==> config.mk <==
export PLATFORM = sky130hd
export DESIGN_NAME = lsu_mem_ctrl
export DESIGN_NICKNAME = d
export VERILOG_FILES = /design/src/rtl/lsu_mem_ctrl.sv
export SDC_FILE = /design/constraint.sdc
export NUM_CORES = 1
export LEC_CHECK = 0
export CAP_MARGIN = 20
export CORE_MARGIN = 1
export CORE_UTILIZATION = 45
export CTS_CLUSTER_SIZE = 8
export DETAILED_ROUTE_END_ITERATION = 8
export PLACE_DENSITY_LB_ADDON = 0.05
export SLEW_MARGIN = 20
export SYNTH_ARGS = -nofsm -noshare
export SYNTH_HDL_FRONTEND = slang
export SYNTH_SLANG_ARGS = --single-unit
==> constraint.sdc <==
create_clock -name clk -period 6.25 [get_ports clk]
set_clock_uncertainty 0.2 [all_clocks]
set_input_delay 1.25 -clock clk [delete_from_list [all_inputs] [get_ports clk]]
set_output_delay 1.25 -clock clk [all_outputs]
set_load 0.01 [all_outputs]
==> src/rtl/lsu_mem_ctrl.sv <==
// MEM-stage load/store controller: one op at a time over a req/gnt/rvalid data port.
// Loads are lane-extracted and extended; stores are lane-replicated with byte enables.
module lsu_mem_ctrl #(
  parameter int XLEN           = 32,
  parameter int ADDR_W         = 32,
  parameter int TIMEOUT_CYCLES = 255
) (
  input  logic              clk,
  input  logic              rst,
  input  logic              req_valid,
  output logic              req_ready,
  input  logic [ADDR_W-1:0] req_addr,
  input  logic [XLEN-1:0]   req_wdata,
  input  logic [3:0]        req_lsuop,
  input  logic [4:0]        req_rd,
  input  logic              req_rf_en,
  output logic              rsp_valid,
  output logic [XLEN-1:0]   rsp_rdata,
  output logic [4:0]        rsp_rd,
  output logic              rsp_rf_en,
  output logic              rsp_fault,
  output logic [1:0]        rsp_cause,
  output logic              stall,
  output logic              dmem_req,
  output logic              dmem_we,
  output logic [ADDR_W-1:0] dmem_addr,
  output logic [XLEN/8-1:0] dmem_be,
  output logic [XLEN-1:0]   dmem_wdata,
  input  logic              dmem_gnt,
  input  logic              dmem_rvalid,
  input  logic [XLEN-1:0]   dmem_rdata,
  output logic [1:0]        dbg_state
);
  localparam int BE_W  = XLEN / 8;
  localparam int OFF_W = (XLEN == 64) ? 3 : 2;
  localparam int CNT_W = 16;
  localparam logic [CNT_W-1:0] TMO_LIMIT = CNT_W'(TIMEOUT_CYCLES);

  typedef enum logic [1:0] {S_IDLE, S_REQ, S_WAIT, S_RESP} state_t;
  state_t state, state_nxt;

  logic [ADDR_W-1:0] op_addr;
  logic [XLEN-1:0]   op_wdata;
  logic              op_store, op_unsigned, op_rf_en;
  logic [1:0]        op_size;
  logic [4:0]        op_rd;
  logic [CNT_W-1:0]  tmo_cnt;

  logic [OFF_W-1:0]  req_off, size_mask, op_off;
  logic              req_bad, accept, tmo_hit, done_ok, done_tmo;
  logic [7:0]        lane_mask;
  logic [BE_W-1:0]   st_be;
  logic [XLEN-1:0]   st_wdata, ld_shift, ld_keep, ld_data;
  logic              ld_msb;

  // Handshake: an op transfers on a cycle with req_valid && req_ready; req_ready is high only in IDLE.
  assign accept    = req_valid && (state == S_IDLE);
  assign op_off    = op_addr[OFF_W-1:0];
  assign tmo_hit   = (tmo_cnt == TMO_LIMIT);
  assign done_ok   = (state == S_WAIT) && dmem_rvalid;
  assign done_tmo  = tmo_hit && (((state == S_REQ) && !dmem_gnt) ||
                                 ((state == S_WAIT) && !dmem_rvalid));
  assign dbg_state = state;

  always_comb begin
    req_off   = req_addr[OFF_W-1:0];
    size_mask = OFF_W'((4'd1 << req_lsuop[1:0]) - 4'd1);
    req_bad   = ((req_off & size_mask) != '0) || ((XLEN == 32) && (req_lsuop[1:0] == 2'd3));
  end

  always_comb begin
    state_nxt = state;
    case (state)
      S_IDLE: if (accept) state_nxt = req_bad ? S_RESP : S_REQ;
      S_REQ: begin
        if (dmem_gnt) state_nxt = S_WAIT;
        else if (tmo_hit) state_nxt = S_RESP;
      end
      S_WAIT: if (dmem_rvalid || tmo_hit) state_nxt = S_RESP;
      S_RESP: state_nxt = S_IDLE;
      default: state_nxt = S_IDLE;
    endcase
  end

  // Store lanes: low bytes of the data replicated, enables shifted to the byte offset.
  always_comb begin
    case (op_size)
      2'd0:    lane_mask = 8'h01;
      2'd1:    lane_mask = 8'h03;
      2'd2:    lane_mask = 8'h0F;
      default: lane_mask = 8'hFF;
    endcase
    st_be = BE_W'(lane_mask) << op_off;
    case (op_size)
      2'd0:    st_wdata = {BE_W{op_wdata[7:0]}};
      2'd1:    st_wdata = {(XLEN/16){op_wdata[15:0]}};
      2'd2:    st_wdata = {(XLEN/32){op_wdata[31:0]}};
      default: st_wdata = op_wdata;
    endcase
  end

  always_comb begin
    ld_shift = dmem_rdata >> {op_off, 3'b000};
    case (op_size)
      2'd0: begin ld_keep = XLEN'(8'hFF);        ld_msb = ld_shift[7];  end
      2'd1: begin ld_keep = XLEN'(16'hFFFF);     ld_msb = ld_shift[15]; end
      2'd2: begin ld_keep = XLEN'(32'hFFFF_FFFF); ld_msb = ld_shift[31]; end
      default: begin ld_keep = '1;               ld_msb = 1'b0;         end
    endcase
    ld_data = (ld_shift & ld_keep) | ((ld_msb && !op_unsigned) ? ~ld_keep : '0);
  end

  always_comb begin
    req_ready  = (state == S_IDLE);
    stall      = (state != S_IDLE);
    rsp_valid  = (state == S_RESP);
    dmem_req   = (state == S_REQ);
    dmem_we    = 1'b0;
    dmem_addr  = '0;
    dmem_be    = '0;
    dmem_wdata = '0;
    if (state == S_REQ) begin
      dmem_we    = op_store;
      dmem_addr  = {op_addr[ADDR_W-1:OFF_W], {OFF_W{1'b0}}};
      dmem_be    = op_store ? st_be : '1;
      dmem_wdata = op_store ? st_wdata : '0;
    end
  end

  always_ff @(posedge clk or posedge rst) begin
    if (rst) state <= S_IDLE;
    else     state <= state_nxt;
  end

  always_ff @(posedge clk or posedge rst) begin
    if (rst) begin
      op_addr     <= '0;
      op_wdata    <= '0;
      op_store    <= 1'b0;
      op_unsigned <= 1'b0;
      op_size     <= 2'd0;
      op_rd       <= 5'd0;
      op_rf_en    <= 1'b0;
      tmo_cnt     <= '0;
      rsp_rdata   <= '0;
      rsp_rd      <= 5'd0;
      rsp_rf_en   <= 1'b0;
      rsp_fault   <= 1'b0;
      rsp_cause   <= 2'd0;
    end else begin
      if ((state == S_REQ) || (state == S_WAIT)) tmo_cnt <= tmo_cnt + CNT_W'(1);
      if (accept) begin
        op_addr     <= req_addr;
        op_wdata    <= req_wdata;
        op_store    <= req_lsuop[3];
        op_unsigned <= req_lsuop[2];
        op_size     <= req_lsuop[1:0];
        op_rd       <= req_rd;
        op_rf_en    <= req_rf_en;
        tmo_cnt     <= '0;
        if (req_bad) begin
          rsp_rdata <= '0;
          rsp_rd    <= req_rd;
          rsp_rf_en <= 1'b0;
          rsp_fault <= 1'b1;
          rsp_cause <= req_lsuop[3] ? 2'd2 : 2'd1;
        end
      end
      if (done_ok) begin
        rsp_rdata <= op_store ? '0 : ld_data;
        rsp_rd    <= op_rd;
        rsp_rf_en <= op_rf_en;
        rsp_fault <= 1'b0;
        rsp_cause <= 2'd0;
      end else if (done_tmo) begin
        rsp_rdata <= '0;
        rsp_rd    <= op_rd;
        rsp_rf_en <= 1'b0;
        rsp_fault <= 1'b1;
        rsp_cause <= 2'd3;
      end
    end
  end
endmodule

==> summary.md <==
| Metric | Value |
|---|---|
| Placed Instances | 1152 |
| Syn. warnings | 0 |
| Max Clock Freq | about 0.23 GHz |
| Synthesized area per cell | 8.70 um^2 |
| RSZ-0062 raised after global routing | false |
| CTS Buf Count | 17 |
| GRT Total Usage | 25.5% |
| Final Util | 66.7% |
| Core area | 14700 um^2 |
| Critical path data arrival time | 2.89 ns |
| WL per Instance | 16.3 um |
| Post-CTS Hold Buffers | 0 |
| Starting Density | 46.7% |
| Die area | ~16000 um^2 |
| Fin Setup TNS | 0 ns |
| Seq/Total Area, Yosys | 48.5% |
| Fin cells | 1185 |
| Vias in the first global route | 5928 |
| IO buf count | approximately 220 |
| Storage cell area | 3330 um^2 |
| Top FF cell, synth | dfrtp_1 |
| ANT cells | 0 |
| Vias/cell | 5.13 |
| 1st-pass router iterations | 7 |
| Post-route ant nets | 0 |
| IO Pins | 227 |
| Number of fill cells in the layout | 1276 |
| WL final | 19300 um |
| Crit. End Element | output port |
| Initial antenna violation count | 1 |
| H-tree depth | 4 |
| Worst Path Max Fanout | 15 |
| Crit path kind | flop to output port |
| Period minus WS final | around 4.3 ns |
| DRC | 15 |
| Failing checks | DRC |
| Number of sinks on the clock net | 133 |
| Final setup viols | 0 |
| Post-synth EDFFs | 0 |
| Post-synth design cell area | 6870 um^2 |
| DR vias | 6077 |
| LEAKAGE | roughly 0.0045 uW |
| Global placer's final weighted congestion | roughly 0.80 |
| CTS root buf | clkbuf_16 |
| Max-cap violations | 0 |
| Crit-path max cell delay | 0.99 ns |
| Worst-case clock buffer depth | 2 |
| Nets | ~1100 |
| Reg clk slew, reported paths | 0.06 ns |
| Total power divided by cell area | 458 nW/um^2 |
| Status | complete, but fails checks |
| Setup ws final | 1.91 ns |
| Worst skew pair latency | approximately 0.42 ns |
| Detail Placement HPWL | approximately 13000 um |
| Share of post-route cells with drive strength above 1 | around 7.8% |
| Final cycle utilization of the critical path | 69.4% |
| Layout area overhead | 42.7% |
| Grt ovf | 0 |
| Crit-path slowest cell | nor2_1 |
| CP Cell Sequence | nor2_1, nand2_1, a21oi_1, clkdlybuf4s50_1 |
| IR drop worst, VDD | between 0.3 and 0.4 mV |
| Largest net degree at the start of global routing | 93 |
| Row count | 44 |
| Post-CTS Setup Inserts | 0 |
| WP data required | between 4 and 5 ns |
| PnR Total Power | roughly 4500 uW |
| Global-route wire length before repair | 31400 um |
| Synth Register Bits | 133 |
| Final Hold Viols | 0 |
| Hold crit path type | flop to flop |
| Post-CTS sizing | 0 |
| Async SR Flop Fraction | 100% |
| CTS tree | done |
| Crit start category | flop |
| Mapped Cells | 789 |
| Multi-input logic area | 3180 um^2 |
| Worst slew pin tran | 1.17 ns |
| Rel. slew slack | between 20% and 30% |
| Setup WS pre-CTS | about 2.1 ns |
| First-iteration detailed-routing DRC count | 392 |
| Max-slew violation count | 0 |
| Post-synth cell types | 51 |
| Chip width | 126 um |
| Die Ht | 126 um |
[worst max-delay path, delay by kind of cell (launching register included)]
family | cells | cell delay (ns)
simple gates | 2 | 1.12
compound gates | 1 | 0.16
buf+inv | 1 | 0.57
flops | 1 | 0.61
[through the flow]
step | area [um^2] | hold slack, ns
floorplan | 6870 | 0.237
global placement | 9150 | 0.249
detailed placement | 9150 | 0.254
CTS | 9790 | 0.270
global route | 9800 | 0.290
finish | 9800 | 0.265
[report_power, final]
group | switching [uW] | internal [uW] | leakage, uW
clock | 387 | 682 | 0.000308
combinational | 987 | 932 | 0.00251
sequential | 292 | 1210 | 0.00171
total | 1670 | 2820 | 0.00452
[Yosys cell counts, drive strengths merged (2+ instances only)]
library cell  instances  area, um^2
a21oi                41         205
nor3                  4        20.0
xor2                 10        87.6
nor4                  2        12.5
o211ai                2        33.8
or3                   4        30.0
o22ai                 7        43.8
o21a                  2        15.0
o21ai                14        77.6
ha                    5        62.6
a21o                  2        15.0
nand2               270        1010
nor2b                 3        18.8
clkbuf               30         113
nand2b                4        25.0
mux2i                32         320
xnor2                 2        17.5
mux2                 18         203
nand4                 8        62.6
and3                 12        75.1
buf                  21         128
nor2                 50         188
nand3                 5        25.0
inv                  33         124
a31oi                 2        12.5
and2                 35         219
o2bb2ai               7        61.3
and4                  2        17.5
dfrtp               133        3330
o2111ai              16         190
[cell type report]
type,count,share of cell area [%]
Clock buffer,18,4.48
Clock inverter,14,2.02
Inverter,33,1.31
Multi-Input combinational cell,573,32.5
Sequential cell,133,34.0
Tap cell,184,2.35
Timing Repair Buffer,230,23.4
[logic make-up (layout without fill, tap and decap cells)]
kind of cell             Yosys count  after routing  synth area share (%)
adder cells (fa/ha/maj)            5              5                 0.911
flip-flops                       133            133                  48.5
multiplexers                      51             51                  7.94
AND/OR/NAND/NOR                  403            403                  25.3
AO/OA/AOI/OAI                    100            100                  10.5
buffers and inverters             84            295                  5.30
XOR/XNOR                          12             12                  1.53
other                              1              2                0.0546
[placed cells by master (no fill, tap or decap), drive strengths merged, types with 3 or more instances in the layout]
cell type,synthesis,layout
clkbuf,30,18
and3,12,12
nor2b,3,3
nor3,4,4
mux2,18,18
inv,33,37
nand2b,4,4
nand3,5,5
o2bb2ai,7,7
mux2i,32,32
a21oi,41,41
bufinv,0,4
clkinv,0,4
nand4,8,8
ha,5,5
clkdlybuf4s50,0,224
and2,35,35
or3,4,4
xor2,10,10
o22ai,7,7
o21ai,14,14
nand2,270,270
dfrtp,133,133
o2111ai,16,16
nor2,50,50
buf,21,6
[metal layers]
layer	track usage (%)	vias to the layer above	routed length [um]
li1	-	2987	-
met4	7.46	2	293
met2	39.6	209	8800
met3	8.56	22	1420
met1	33.9	2857	8790
met5	0	-	13
[state kept, by name, summed over array words and instances, names as in the netlist]
name	flops
op_addr	32
op_wdata	32
rsp_rdata	32
tmo_cnt	16
op_rd	5
rsp_rd	5
dbg_state	2
op_size	2
rsp_cause	2
op_rf_en	1
op_store	1
op_unsigned	1
rsp_fault	1
rsp_rf_en	1
[worst paths after layout]
kind | from | end | slack [ns] | depth (start not counted)
setup / recovery | op_size[0] | dmem_wdata[9] | 1.91 | 4
min in group asynchronous | rst | rsp_rdata[0] | 1.18 | 2
setup reg to reg | dbg_state[1] | rsp_rdata[29] | 3.05 | 7
max in group asynchronous | rst | op_wdata[2] | 3.57 | 3
hold / removal | op_addr[29] | op_addr[29] | 0.27 | 2
hold reg to reg | op_addr[29] | op_addr[29] | 0.27 | 2
Power figures use the tool's default switching activity.
==> RTL change 1 (config.mk and constraints unchanged) <==
Change the parameter `XLEN` from 32 to 64.
--- a/src/rtl/lsu_mem_ctrl.sv
+++ b/src/rtl/lsu_mem_ctrl.sv
@@ -2,5 +2,5 @@
 // Loads are lane-extracted and extended; stores are lane-replicated with byte enables.
 module lsu_mem_ctrl #(
-  parameter int XLEN           = 32,
+  parameter int XLEN           = 64,
   parameter int ADDR_W         = 32,
   parameter int TIMEOUT_CYCLES = 255
Ports: changed (5 resized); port bits go from 227 to 359. The function was not compared with the original's and may differ.
==> RTL change 1 against the original RTL <==
  * Power increased by 62%
  * Worst setup slack got worse by 0.65 ns
  * Cell area increased by 63%
  * Area after synthesis increased by 71%
  * Sequential cell count increased by 64
  * Non-clock buffer count increased by 144
  * Fmax decreased by 13%
  * Count of clock-buffer cells in the layout increased by 1
  * Routed wire length increased by 110%
  * Register-to-register slack got worse by 0.06 ns
  * First-iteration DRC count increased to 2.6 times the old value
  * Combinational power increased by 98%
  * Worst hold slack improved by 0.0033 ns
  * Largest power group unchanged
  * Highest routed layer unchanged
==> RTL change 1: results (changes against the original RTL) <==
* Post-route met1 wirelength: 16,500 µm (+88%)
- The met2 wire length is 19,400 µm (+120%).
* Post-Syn Instances: 1,397 (+77%)
- Starting DRC count in detailed routing: 1,003 (+160%)
* Critical-path maximum fanout: 52 (+37)
- Slowest stage cell on the critical path: sky130_fd_sc_hd__dfrtp_2
* Cell family contributing the most delay on the critical path: buffers and inverters
* Number of nets in the finished design: 1,857 (+68%)
- Post-Route WL: 39,900 µm (+110%)
- Warnings, synthesis: 0 (unchanged)
- Count of fill cells added during filler insertion: 2,254 (+77%)
- Worst stage delay on the critical path: 1.02 ns (+0.03 ns)
* Total non-filler cell area in the finished layout: 16,000 µm² (+63%)
- The slew at the pin closest to its max-slew limit is 1.08 ns (-0.0910 ns).
- Maximum number of pins on one net before global-route repair: 96 (+3.2%)
- The depth of the most critical reg-to-reg path came to 6 (-1).
- Via count of the first global-routing pass: 10,900 (+83%)
- The global-route wire length before repair is 61,500 µm (+96%).
- The number of different library cells in the post-synthesis netlist is 55 (+7.8%).
- The number of detailed-route iterations in the first pass was 5 (-2).
- Max IR drop VDD: 0.300 mV (-0.40%)
* Routed wirelength normalized by instance count: 19.7 µm (+21%)
- Clock network latency to the later pin of the worst-skew pair: 0.44 ns (+0.02 ns)
- Worst slack after detailed placement: 1.76 ns (-0.340 ns)
* Sequential element share of the synthesized area: 0.420 (-0.0644)
- The clock transition at the registers of the reported paths was 0.08 ns (+0.02 ns).
- Initial antenna violation count: 2 (+1)
* Share of synthesized registers carrying an async set or reset: 1.00 (unchanged)
- Total cell area at the placement stage: 15,400 µm² (+68%)
* Routed length on met3: 2770 µm (+94%)
* Top cells by area in the synthesized netlist: sky130_fd_sc_hd__dfrtp_1, sky130_fd_sc_hd__nand2_1, sky130_fd_sc_hd__mux2i_1
* Arrival time worst endpoint: 3.54 ns (+0.65 ns)
* Primary flip-flop cell chosen by synthesis mapping: sky130_fd_sc_hd__dfrtp_1
- Maximum root-to-sink buffer count: 2 (unchanged)
* Detailed placer's ending HPWL: 28,000 µm (+110%)
* Static leakage: 0.00727 µW (+61%)
- Gp weighted congestion: 0.953 (+19%)
- The number of cells after detailed placement is 1,987 (+72%).
- GRT Resource Usage Total: 0.298 (+0.0430)
- The per-cell via count in the routed design is 5.60 (+9.1%).
- Most frequent cells after synthesis: sky130_fd_sc_hd__nand2_1, sky130_fd_sc_hd__dfrtp_1, sky130_fd_sc_hd__a21oi_1
- Share of post-route cells with drive strength above 1: 0.0675 (-0.0105)
- Status: finished clean
- The largest registers in the layout are op_wdata: 64 flops, rsp_rdata: 64 flops, op_addr: 32 flops.
- Count of buffers inserted at the top-level ports: 355 (+58%)
[RTL change 1: cell types whose count changed in the layout (fill, tap and decap cells not counted), sizes merged, moves of 52 or more]
cell           before  now
dfrtp             133  197
a21oi              41  108
clkdlybuf4s50     224  355
nand3               5   71
o21ai              14   72
mux2i              32   92
nand2             270  362
nor2               50  102
[RTL change 1: final cells by class]
type | instances | area share
inverter | 22 | 0.00540
antenna | 1 | 0.000157
clock inverter | 13 | 0.00869
sequential | 197 | 0.309
tap | 330 | 0.0258
clock buffer | 19 | 0.0277
multi-input combinational | 1065 | 0.392
timing repair buffer | 374 | 0.231
[RTL change 1: final timing paths]
check / slack, ns / startpoint / endpoint
setup / recovery: 1.26 / op_addr[2] / dmem_be[5]
hold / removal: 0.27 / op_addr[22] / op_addr[22]
setup reg to reg: 2.99 / op_addr[1] / rsp_rdata[8]
hold reg to reg: 0.27 / op_addr[22] / op_addr[22]
max in group asynchronous: 3.67 / rst / op_addr[1]
min in group asynchronous: 0.92 / rst / rsp_rdata[20]
[RTL change 1: per-layer routing]
metal  GRT usage  vias to the layer above
met1       0.381                     5464
met2       0.494                      427
met4       0.113                        2
met3      0.0637                       76
li1            -                     5340
met5           0                        -
[RTL change 1: logic make-up after synthesis]
logic type | count (synthesis) | synth area share
other cells | 1 | 0.000320
fa+ha+maj | 5 | 0.00533
compound gates | 281 | 0.147
xor+xnor | 15 | 0.0112
mux | 138 | 0.138
simple gates | 623 | 0.228
flops | 197 | 0.420
buf+inv | 137 | 0.0503
[RTL change 1: where the power goes]
part	internal, µW	switching [µW]
Sequential	1810	537
Clock	545	556
Combinational	1770	2040
Total	4130	3140
==> RTL change 2 (config.mk and constraints unchanged) <==
Without the edit above. Register the output `rsp_fault` once more, with the module's reset; this adds one clock of latency there. The other outputs are not delayed to match.
--- a/src/rtl/lsu_mem_ctrl.sv
+++ b/src/rtl/lsu_mem_ctrl.sv
@@ -38,4 +38,6 @@
 
   typedef enum logic [1:0] {S_IDLE, S_REQ, S_WAIT, S_RESP} state_t;
+
+  logic rsp_fault_s0;
   state_t state, state_nxt;
 
@@ -146,5 +148,5 @@
       rsp_rd      <= 5'd0;
       rsp_rf_en   <= 1'b0;
-      rsp_fault   <= 1'b0;
+      rsp_fault_s0 <= 1'b0;
       rsp_cause   <= 2'd0;
     end else begin
@@ -163,5 +165,5 @@
           rsp_rd    <= req_rd;
           rsp_rf_en <= 1'b0;
-          rsp_fault <= 1'b1;
+          rsp_fault_s0 <= 1'b1;
           rsp_cause <= req_lsuop[3] ? 2'd2 : 2'd1;
         end
@@ -171,5 +173,5 @@
         rsp_rd    <= op_rd;
         rsp_rf_en <= op_rf_en;
-        rsp_fault <= 1'b0;
+        rsp_fault_s0 <= 1'b0;
         rsp_cause <= 2'd0;
       end else if (done_tmo) begin
@@ -177,9 +179,17 @@
         rsp_rd    <= op_rd;
         rsp_rf_en <= 1'b0;
-        rsp_fault <= 1'b1;
+        rsp_fault_s0 <= 1'b1;
         rsp_cause <= 2'd3;
       end
     end
   end
+  always_ff @(posedge clk or posedge rst) begin
+    if (rst) begin
+      rsp_fault <= '0;
+    end else begin
+      rsp_fault <= rsp_fault_s0;
+    end
+  end
+
 endmodule
 
Behaviour: not the same (a bounded check fails within 4 cycles, from zero or initial values and one cycle with rst high).
==> RTL change 2 against the original RTL <==
  * Sequential share of layout area is 0.36 points higher
  * Routed wire length rose by 1.8%
  * Sequential cell count grew 1
  * Highest routed layer is now met4
  * Cell area shrank 0.27%
  * Area after synthesis increased by 0.36%
  * Largest cell class unchanged
  * Largest power group unchanged
  * Final cell count about the same
  * Synthesized cell count grew 0.13%
  * Worst setup slack better by 0.23 ns
  * Power fell by 1.5%
==> RTL change 2: results (changes against the original RTL) <==
- First-pass iteration count of the detailed router: 5 (-2)
- H-Tree Depth: 4 (unchanged)
- The largest stage delay on the critical path was 0.70 ns (-0.29 ns).
- The met2 global-route usage was 0.408 (+0.0121).
- The violation count after the first detailed-route iteration came to 418 (+6.6%).
- The number of global-route vias before repair is 5,971 (+0.73%).
- Proportion of total power due to net switching: 0.375 (+0.00381)
* Number of buffers inserted by post-CTS setup repair: 0 (unchanged)
- Met1 track demand over resource in global routing: 0.334 (-0.00539)
* CTS resizes: 0 (unchanged)
- Wire length of the first global-routing pass: 31,400 µm (+0.11%)
- Top cells by area in the synthesized netlist: sky130_fd_sc_hd__dfrtp_1, sky130_fd_sc_hd__nand2_1, sky130_fd_sc_hd__mux2i_1
- Initial antenna violation count: 2 (+1)
- Post-Route WL: 19,700 µm (+1.8%)
- The slowest stage of the critical path is the sky130_fd_sc_hd__dfrtp_1 cell.
* Status: finished clean
- Gp weighted congestion: 0.799 (-0.24%)
- The met3 usage was 0.0782 (-0.00741).
- The pin count of the biggest net entering global routing is 94 (+1.1%).
- The clock transition at the registers of the reported paths was 0.06 ns (about the same).
* Worst EP required: 4.80 ns (about the same)
* Count of fill cells added during filler insertion: 1,280 (+0.31%)
- Cell chosen for the clock root: sky130_fd_sc_hd__clkbuf_16
* Static leakage: 0.00452 µW (-0.14%)
- The mean cell area of the mapped netlist came to 8.72 µm² (+0.24%).
- Sequential element share of the synthesized area: 0.487 (+0.00187)
- Max transition margin: 0.307 (+0.0922)
* Routed vias/inst: 5.13 (about the same)
- Critical-path maximum fanout: 25 (+10)
* GRT Resource Usage Total: 0.254 (-0.00109)
* Type of the worst min-delay path: flip-flop to flip-flop
- The half-perimeter wire length after detailed placement is 13,300 µm (+1.5%).
- Most frequent cells after synthesis: sky130_fd_sc_hd__nand2_1, sky130_fd_sc_hd__dfrtp_1, sky130_fd_sc_hd__nor2_1
- Vias post-DR: 6,082 (+0.082%)
- Max IR drop VDD: 0.292 mV (-2.9%)
* Post-Place Cells: 1,153 (+0.087%)
-- RTL change 2: changes by cell type after synthesis --
| cell | delta |
|---|---|
| sky130_fd_sc_hd__dfrtp_1 | +1 |
-- RTL change 2: path summary, 6_finish.rpt --
| kind | to | cells past startpoint | slack (ns) | startpoint |
|---|---|---|---|---|
| max | dmem_wdata[8] | 3 | 2.15 | op_store |
| min in group asynchronous | op_addr[28] | 2 | 1.17 | rst |
| max in group asynchronous | op_addr[15] | 3 | 3.61 | rst |
| max reg2reg | rsp_rdata[30] | 6 | 3.21 | dbg_state[0] |
| min | rsp_fault | 0 | 0.18 | rsp_fault_s0 |
| min reg2reg | rsp_fault | 0 | 0.18 | rsp_fault_s0 |
-- RTL change 2: cells by family (layout without fill, tap and decap cells) --
family	Yosys count	in the layout	synth area share
buf+inv	84	294	0.0528
xor+xnor	12	12	0.0153
mux	51	51	0.0792
flops	134	134	0.487
other cells	1	3	0.000544
simple gates	403	403	0.252
fa+ha+maj	5	5	0.00908
compound gates	100	100	0.104
-- RTL change 2: power groups by stage --
| stage | Clock, µW | Sequential, µW | Combinational (µW) |
|---|---|---|---|
| after floorplan | 0 | 1450 | 1160 |
| after global routing | 1060 | 1560 | 2100 |
| after CTS | 1020 | 1510 | 1930 |
| after detailed placement | 0 | 1520 | 1920 |
| after global placement | 0 | 1510 | 1890 |
| final | 996 | 1510 | 1910 |
-- RTL change 2: final cells by class --
type	count	share of cell area
well taps	184	0.0236
inverters	33	0.0132
flip-flops and latches	134	0.343
multi-input cells	573	0.326
repair buffers	229	0.233
clock buffers	21	0.0481
clock inverters	11	0.0127
diodes	1	0.000256
-- RTL change 2: layer usage --
layer	vias to the layer above	part of all wire	wire length, µm
li1	2977	-	-
met1	2876	0.45	8810
met2	211	0.46	9130
met3	18	0.076	1490
met4	0	0.013	252
met5	-	0	0
-- RTL change 2: through the flow --
step,hold slack (ns),area [µm²]
global placement,0.164,9180
detailed placement,0.167,9180
CTS,0.180,9770
finish,0.184,9780
floorplan,0.154,6900
global route,0.192,9780
-- RTL change 2: worst max-delay path: cells and delay by family, from the launching register on --
family	cells	cell delay, ns
compound gates	1	0.32
buf+inv	1	0.57
flops	1	0.70
simple gates	1	0.64
